$ cat src/rtl/trace_pkg.sv
// Shared types for the retire trace unit: record kinds, FSM states, the packed
// trace record and the retire classifier.
package trace_pkg;

  // The record's inum field width; the top casts its CNT_W counter into it.
  localparam int INUM_W = 32;

  typedef enum logic [2:0] {
    KIND_NOP  = 3'd0,
    KIND_REG  = 3'd1,
    KIND_LD   = 3'd2,
    KIND_ST   = 3'd3,
    KIND_HALT = 3'd4
  } kind_e;

  typedef enum logic [1:0] {
    ST_RUN,
    ST_DRAIN,
    ST_DONE,
    ST_STOP
  } state_e;

  typedef struct packed {
    kind_e             kind;
    logic [INUM_W-1:0] inum;
    logic [15:0]       pc;
    logic [3:0]        regNum;
    logic [15:0]       val;
    logic [15:0]       addr;
  } trace_rec_t;

  // Priority: load, register write, halt, store, then everything else.
  function automatic trace_rec_t classify(
    input logic [15:0]       pc,
    input logic              regWrite,
    input logic [3:0]        wrReg,
    input logic [15:0]       wrData,
    input logic              memRead,
    input logic              memWrite,
    input logic [15:0]       memAddr,
    input logic [15:0]       memData,
    input logic              hlt,
    input logic [INUM_W-1:0] inum
  );
    trace_rec_t r;
    r      = '0;
    r.pc   = pc;
    r.inum = inum;
    if (regWrite && memRead) begin
      r.kind   = KIND_LD;
      r.regNum = wrReg;
      r.val    = wrData;
      r.addr   = memAddr;
    end else if (regWrite) begin
      r.kind   = KIND_REG;
      r.regNum = wrReg;
      r.val    = wrData;
    end else if (hlt) begin
      r.kind = KIND_HALT;
    end else if (memWrite) begin
      r.kind = KIND_ST;
      r.val  = memData;
      r.addr = memAddr;
    end else begin
      r.kind = KIND_NOP;
    end
    return r;
  endfunction

endpackage

$ cat src/rtl/trace_fifo.sv
// Synchronous FIFO of trace records; pointers carry one extra wrap bit so
// full/empty are told apart by the MSB.
module trace_fifo
  import trace_pkg::*;
#(
  parameter int DEPTH = 8
) (
  input  logic       clk,
  input  logic       rst_n,
  input  logic       push,
  input  logic       pop,
  input  trace_rec_t pushRec,
  output trace_rec_t headRec,
  output logic       full,
  output logic       empty
);

  localparam int AW = $clog2(DEPTH);
  localparam logic [AW:0] PTR_ONE = 1;

  logic [AW:0] wrPtr;
  logic [AW:0] rdPtr;
  logic        doPush;
  logic        doPop;
  trace_rec_t  mem [DEPTH];

  assign empty  = (wrPtr == rdPtr);
  assign full   = (wrPtr[AW] != rdPtr[AW]) && (wrPtr[AW-1:0] == rdPtr[AW-1:0]);
  assign doPop  = pop && !empty;
  assign doPush = push && (!full || doPop);

  always_ff @(posedge clk or negedge rst_n) begin
    if (!rst_n) begin
      wrPtr <= '0;
      rdPtr <= '0;
    end else begin
      // NOTE: sequential state uses <= so every register samples pre-edge values.
      if (doPush) wrPtr <= wrPtr + PTR_ONE;
      if (doPop)  rdPtr <= rdPtr + PTR_ONE;
    end
  end

  // NOTE: storage is not reset; the pointers alone define which entries are live.
  always_ff @(posedge clk) begin
    if (doPush) mem[wrPtr[AW-1:0]] <= pushRec;
  end

  assign headRec = mem[rdPtr[AW-1:0]];

endmodule

$ cat src/rtl/retire_trace_unit.sv
// Retire monitor: classifies each committed instruction, numbers it, and queues
// a trace record. Optional macro TRACE_FILTER_NOP_EN suppresses NOP records.
module retire_trace_unit
  import trace_pkg::*;
#(
  parameter int DEPTH       = 8,
  parameter int CNT_W       = 32,
  parameter int CYCLE_LIMIT = 100000
) (
  input  logic             clk,
  input  logic             rst_n,
  input  logic [15:0]      pc,
  input  logic             reg_write,
  input  logic [3:0]       wr_reg,
  input  logic [15:0]      wr_data,
  input  logic             mem_read,
  input  logic             mem_write,
  input  logic [15:0]      mem_addr,
  input  logic [15:0]      mem_data,
  input  logic             hlt,
  output logic             rec_valid,
  input  logic             rec_ready,
  output logic [2:0]       rec_kind,
  output logic [CNT_W-1:0] rec_inum,
  output logic [15:0]      rec_pc,
  output logic [3:0]       rec_reg,
  output logic [15:0]      rec_val,
  output logic [15:0]      rec_addr,
  output logic [CNT_W-1:0] cycle_count,
  output logic [CNT_W-1:0] inst_count,
  output logic             done,
  output logic             timeout,
  output logic             overflow
);

  localparam logic [CNT_W-1:0] CNT_ONE = 1;
  localparam logic [CNT_W-1:0] CNT_MAX = '1;
  localparam logic [CNT_W:0]   LIM_ONE = 1;
  localparam logic [CNT_W:0]   LIMIT   = (CNT_W + 1)'(CYCLE_LIMIT);

  state_e           state;
  state_e           stateNext;
  logic [CNT_W-1:0] cycleCnt;
  logic [CNT_W-1:0] instCnt;
  logic             timeoutQ;
  logic             overflowQ;
  logic             haltHeld;
  trace_rec_t       heldRec;

  trace_rec_t curRec;
  trace_rec_t pushRec;
  trace_rec_t headRec;
  logic       fifoFull;
  logic       fifoEmpty;
  logic       doPop;
  logic       doPush;
  logic       space;
  logic       isHalt;
  logic       limitHit;
  logic       wantRec;
  logic       countEn;
  logic       dropRec;
  logic       holdHalt;
  logic       setTimeout;

  assign curRec = classify(pc, reg_write, wr_reg, wr_data, mem_read, mem_write,
                           mem_addr, mem_data, hlt, INUM_W'(instCnt));
  assign isHalt   = (curRec.kind == KIND_HALT);
  assign limitHit = ({1'b0, cycleCnt} + LIM_ONE) > LIMIT;
  assign doPop    = !fifoEmpty && rec_ready;
  // A full FIFO still takes a push when the head leaves on the same edge.
  assign space    = !fifoFull || doPop;

`ifdef TRACE_FILTER_NOP_EN
  assign wantRec = (curRec.kind != KIND_NOP);
`else
  assign wantRec = 1'b1;
`endif

  always_comb begin
    // NOTE: every output of this block gets a default first so no latch is inferred.
    stateNext  = state;
    pushRec    = curRec;
    doPush     = 1'b0;
    countEn    = 1'b0;
    dropRec    = 1'b0;
    holdHalt   = 1'b0;
    setTimeout = 1'b0;
    case (state)
      ST_RUN: begin
        if (isHalt) begin
          stateNext = ST_DRAIN;
          countEn   = 1'b1;
          if (space) doPush   = 1'b1;
          else       holdHalt = 1'b1;
        end else if (limitHit) begin
          stateNext  = ST_STOP;
          setTimeout = 1'b1;
        end else begin
          countEn = 1'b1;
          if (wantRec) begin
            if (space) doPush  = 1'b1;
            else       dropRec = 1'b1;
          end
        end
      end
      ST_DRAIN: begin
        pushRec = heldRec;
        if (haltHeld && space) doPush = 1'b1;
        if (doPop && headRec.kind == KIND_HALT) stateNext = ST_DONE;
      end
      default: ;
    endcase
  end

  always_ff @(posedge clk or negedge rst_n) begin
    if (!rst_n) begin
      state     <= ST_RUN;
      timeoutQ  <= 1'b0;
      overflowQ <= 1'b0;
    end else begin
      state <= stateNext;
      if (setTimeout) timeoutQ  <= 1'b1;
      if (dropRec)    overflowQ <= 1'b1;
    end
  end

  always_ff @(posedge clk or negedge rst_n) begin
    if (!rst_n) begin
      cycleCnt <= '0;
      instCnt  <= '0;
    end else if (countEn) begin
      if (cycleCnt != CNT_MAX) cycleCnt <= cycleCnt + CNT_ONE;
      if (instCnt  != CNT_MAX) instCnt  <= instCnt + CNT_ONE;
    end
  end

  // A HALT that meets a full FIFO waits here until a slot frees up.
  always_ff @(posedge clk or negedge rst_n) begin
    if (!rst_n) begin
      haltHeld <= 1'b0;
      heldRec  <= '0;
    end else if (holdHalt) begin
      haltHeld <= 1'b1;
      heldRec  <= curRec;
    end else if (state == ST_DRAIN && doPush) begin
      haltHeld <= 1'b0;
    end
  end

  trace_fifo #(.DEPTH(DEPTH)) u_fifo (
    .clk     (clk),
    .rst_n   (rst_n),
    .push    (doPush),
    .pop     (doPop),
    .pushRec (pushRec),
    .headRec (headRec),
    .full    (fifoFull),
    .empty   (fifoEmpty)
  );

  assign rec_valid   = !fifoEmpty;
  assign rec_kind    = headRec.kind;
  assign rec_inum    = CNT_W'(headRec.inum);
  assign rec_pc      = headRec.pc;
  assign rec_reg     = headRec.regNum;
  assign rec_val     = headRec.val;
  assign rec_addr    = headRec.addr;
  assign cycle_count = cycleCnt;
  assign inst_count  = instCnt;
  assign done        = (state == ST_DONE);
  assign timeout     = timeoutQ;
  assign overflow    = overflowQ;

endmodule

$ cat config.mk
export PLATFORM = sky130hd
export DESIGN_NAME = retire_trace_unit
export DESIGN_NICKNAME = d
export VERILOG_FILES = /design/src/rtl/trace_pkg.sv /design/src/rtl/trace_fifo.sv /design/src/rtl/retire_trace_unit.sv
export SDC_FILE = /design/constraint.sdc
export NUM_CORES = 1
export LEC_CHECK = 0
export ABC_AREA = 1
export CAP_MARGIN = 20
export CORE_UTILIZATION = 40
export DETAILED_ROUTE_END_ITERATION = 8
export PLACE_DENSITY = 0.64
export SYNTH_ARGS = -nofsm -noshare
export SYNTH_HDL_FRONTEND = slang
export SYNTH_SLANG_ARGS = --single-unit
$ cat constraint.sdc
create_clock -name clk -period 8.3 [get_ports clk]
set_clock_uncertainty 0.05 [all_clocks]
set_input_delay 1.66 -clock clk [delete_from_list [all_inputs] [get_ports clk]]
set_output_delay 1.66 -clock clk [all_outputs]
set_load 0.05 [all_outputs]
==> results by group <==
Clocking
  • Htree depth: 3
  • Num CTS Buffers: 89
  • Clk pin slew, worst setup/hold paths: 0.06 ns
  • Root buf cell: clkbuf_16
  • CTS Sinks: 860
  • CTS max path bufs: 3
  • # hold bufs at CTS: 0
  • Post-CTS Setup Bufs: 0
  • Post-CTS Resized: 0
  • Skew-Pair Late Insertion Delay: 0.66 ns
  • CTS tree: built

Worst hold path
  • Worst min path class: register to register
  • Min-delay src: heldRec[35]
  • Hold endpoint: heldRec[35]
  • Hold Path Stages: 2

Synth
  • Async S/R FF share, synth: 19.1%
  • Count of cell types in the netlist: 33
  • Area of the mapped netlist: 36400 sq um
  • Seq cells post-synth: 860
  • Synth top area share: 57.5%
  • Top post-synthesis cells by count: nor2_1, edfxtp_1, nand2_1
  • Cells after Synth: 3380
  • Syn. warnings: 0
  • Mapped Avg Cell Area: 10.8 sq um
  • Syn_nets: 3460
  • Seq/Total Area, Yosys: 68.7%
  • Dominant cell type by area after synthesis: edfxtp_1
  • Count leader, synth: nor2_1
  • Post-synth EDFFs: 696
  • Synth area leaders: edfxtp_1, dfrtp_1, nor2_1
  • Synth Flop Type: edfxtp_1

Critical path
  • CP endpoint kind: output port
  • Reg2Reg Depth: 18
  • Worst EP required: 6.59 ns
  • CP max FO: 200
  • Startpoint types: register
  • Flop2flop setup slack: 3.46 ns
  • Launch point of the worst reg-to-reg path: cycle_count[0]
  • CP arrival: 4.82 ns
  • Worst R2R End: u_fifo.mem[7][24]
  • CP Class: register to output port

Global route
  • Tot GR Track Use: 19.7%
  • Vias in the first global route: 23800
  • Pin count of the biggest net entering global routing: 225
  • Total grt overflow: 0
  • First-pass GRT wire length: 140000 microns
  • Antenna violations before repair: 1

Routing
  • Drc violations: 0
  • DRT Pass-1 Iters: 5
  • Drt total wl: 90900 microns
  • Vias: 24800
  • ANT nets after route: 0
  • Vias/cell: 5.20
  • WL/cell: 19.1 microns
  • Starting DRT DRC Count: 1992

Layout
  • Final nets: 3589
  • N_diodes: 0
  • Area Overhead vs Synth: 16.6%
  • Fraction of layout instances using a drive strength above 1: 5.63%
  • Fillers: 8175

Floorplan
  • IO Pins: 230
  • Core area: 90000 sq um
  • Initial Util: 40.4%
  • Die W: 304 microns
  • Std cell rows: 110
  • Die ar.: 92200 sq um
  • Chip Height: 304 microns

Timing
  • FMAX: 0.153 GHz
  • Worst slew margin: 17.0%
  • Max Slew Vio Count: 0
  • Tmin final: 6.53 ns
  • Setup_tns: 0 ns
  • Fin. Hold Viols: 0
  • Unrepaired setup endpoints after global routing: false
  • Final WS setup: 1.77 ns
  • Final setup violation count: 0
  • Worst slew pin tran: 1.25 ns
  • Final Cycle Share: 78.7%

Pwr
  • Pwr/cell area: 350 nW/um^2
  • Leakage power: 0.0154 uW
  • Total power: 14900 uW
  • Peak VDD IR: 296 uV

Placed design
  • Dpl ws: 2.53 ns
  • GP Congestion: 0.875
  • Port Buf Inserts: 229
  • Post-DP HPWL: 52100 microns

Run status
  • Status: finished clean

Job
  • Max-cap violations: 0
==> state kept, by name (all words and copies together) (netlist names), 2 cells and up <==
name          cells
heldRec          87
cycle_count      32
u_fifo.rdPtr      4
u_fifo.wrPtr      4
state             2
inst_count       32
u_fifo.mem      696
==> worst max-delay path: stages (launching register included) <==
cell	delay (ns)
dfrtp_4	0.72
inv_8	0.66
buf_12	0.52
o21ai_0	0.19
o22ai_1	0.15
nor2_1	0.06
a31oi_1	0.43
clkdlybuf4s50_1	0.91
==> area by class of cell <==
| cell class | count | area (sq um) | share of cell area (%) |
|---|---|---|---|
| clock buffer | 108 | 2320 | 5.46 |
| timing repair buffer | 265 | 2640 | 6.21 |
| inverter | 136 | 528 | 1.24 |
| clock inverter | 59 | 559 | 1.32 |
| sequential | 860 | 25000 | 59.0 |
| tap | 1176 | 1470 | 3.47 |
| multi-input combinational | 2157 | 9900 | 23.3 |
==> report_power, final <==
part / internal [uW] / switching, uW / total (uW)
combinational: 1590 / 4110 / 5690
sequential: 5050 / 191 / 5240
clock: 2230 / 1690 / 3920
==> through the flow <==
stage / utilization (%) / area [sq um] / hold slack, ns / instances
final: 47.1 / 42400 / 0.414 / 4761
after global routing: 47.1 / 42400 / 0.438 / 4761
after CTS: 47.1 / 42400 / 0.418 / 4757
after detailed placement: 43.9 / 39500 / 0.402 / 4590
after global placement: 43.9 / 39500 / 0.398 / 4590
after floorplan: - / 36400 / 0.385 / 3380
==> cells in the final DEF, fill, tap and decap left out, types with 18 or more instances in the layout <==
cell type,instances
o21ai_0,455
edfxtp_1,696
clkinv_2,20
nand3b_1,18
clkbuf_16,89
xor2_1,40
buf_4,27
nand2_1,525
nand3_1,102
clkdlybuf4s50_1,228
nand4_1,31
nor2_1,724
inv_1,128
dfrtp_1,162
clkinv_1,19
a31oi_1,104
o22ai_1,87
==> logic make-up (layout without fill, tap and decap cells) <==
kind of cell             after synthesis  after routing  synth area share (%)
AND/OR/NAND/NOR                     1453           1453                  16.1
flip-flops                           860            860                  68.7
AO/OA/AOI/OAI                        655            655                  9.69
buffers and inverters                363            568                  4.25
XOR/XNOR                              44             44                  1.06
adder cells (fa/ha/maj)                5              5                 0.172
==> worst max-delay path by stage <==
stage	start	end	slack [ns]	cells past startpoint
after global routing	u_fifo.rdPtr[0]	rec_kind[2]	1.57	7
after detailed placement	hlt	u_fifo.mem[7][21]	2.53	10
final	u_fifo.rdPtr[0]	rec_kind[2]	1.77	7
after global placement	hlt	u_fifo.mem[0][71]	2.63	10
after CTS	u_fifo.rdPtr[0]	rec_kind[2]	1.90	7
after floorplan	cycle_count[0]	u_fifo.mem[0][0]	1.55	17
==> per-layer routing <==
| metal | track usage (%) | wire, microns | share of wire, % | up-vias |
|---|---|---|---|---|
| li1 | - | - | - | 12000 |
| met1 | 26.4 | 39700 | 44 | 12000 |
| met2 | 32.2 | 43000 | 47 | 661 |
| met3 | 3.76 | 5840 | 6.4 | 130 |
| met4 | 6.62 | 2350 | 2.6 | 0 |
| met5 | 0 | 0 | 0 | - |
Power figures use the tool's default switching activity.
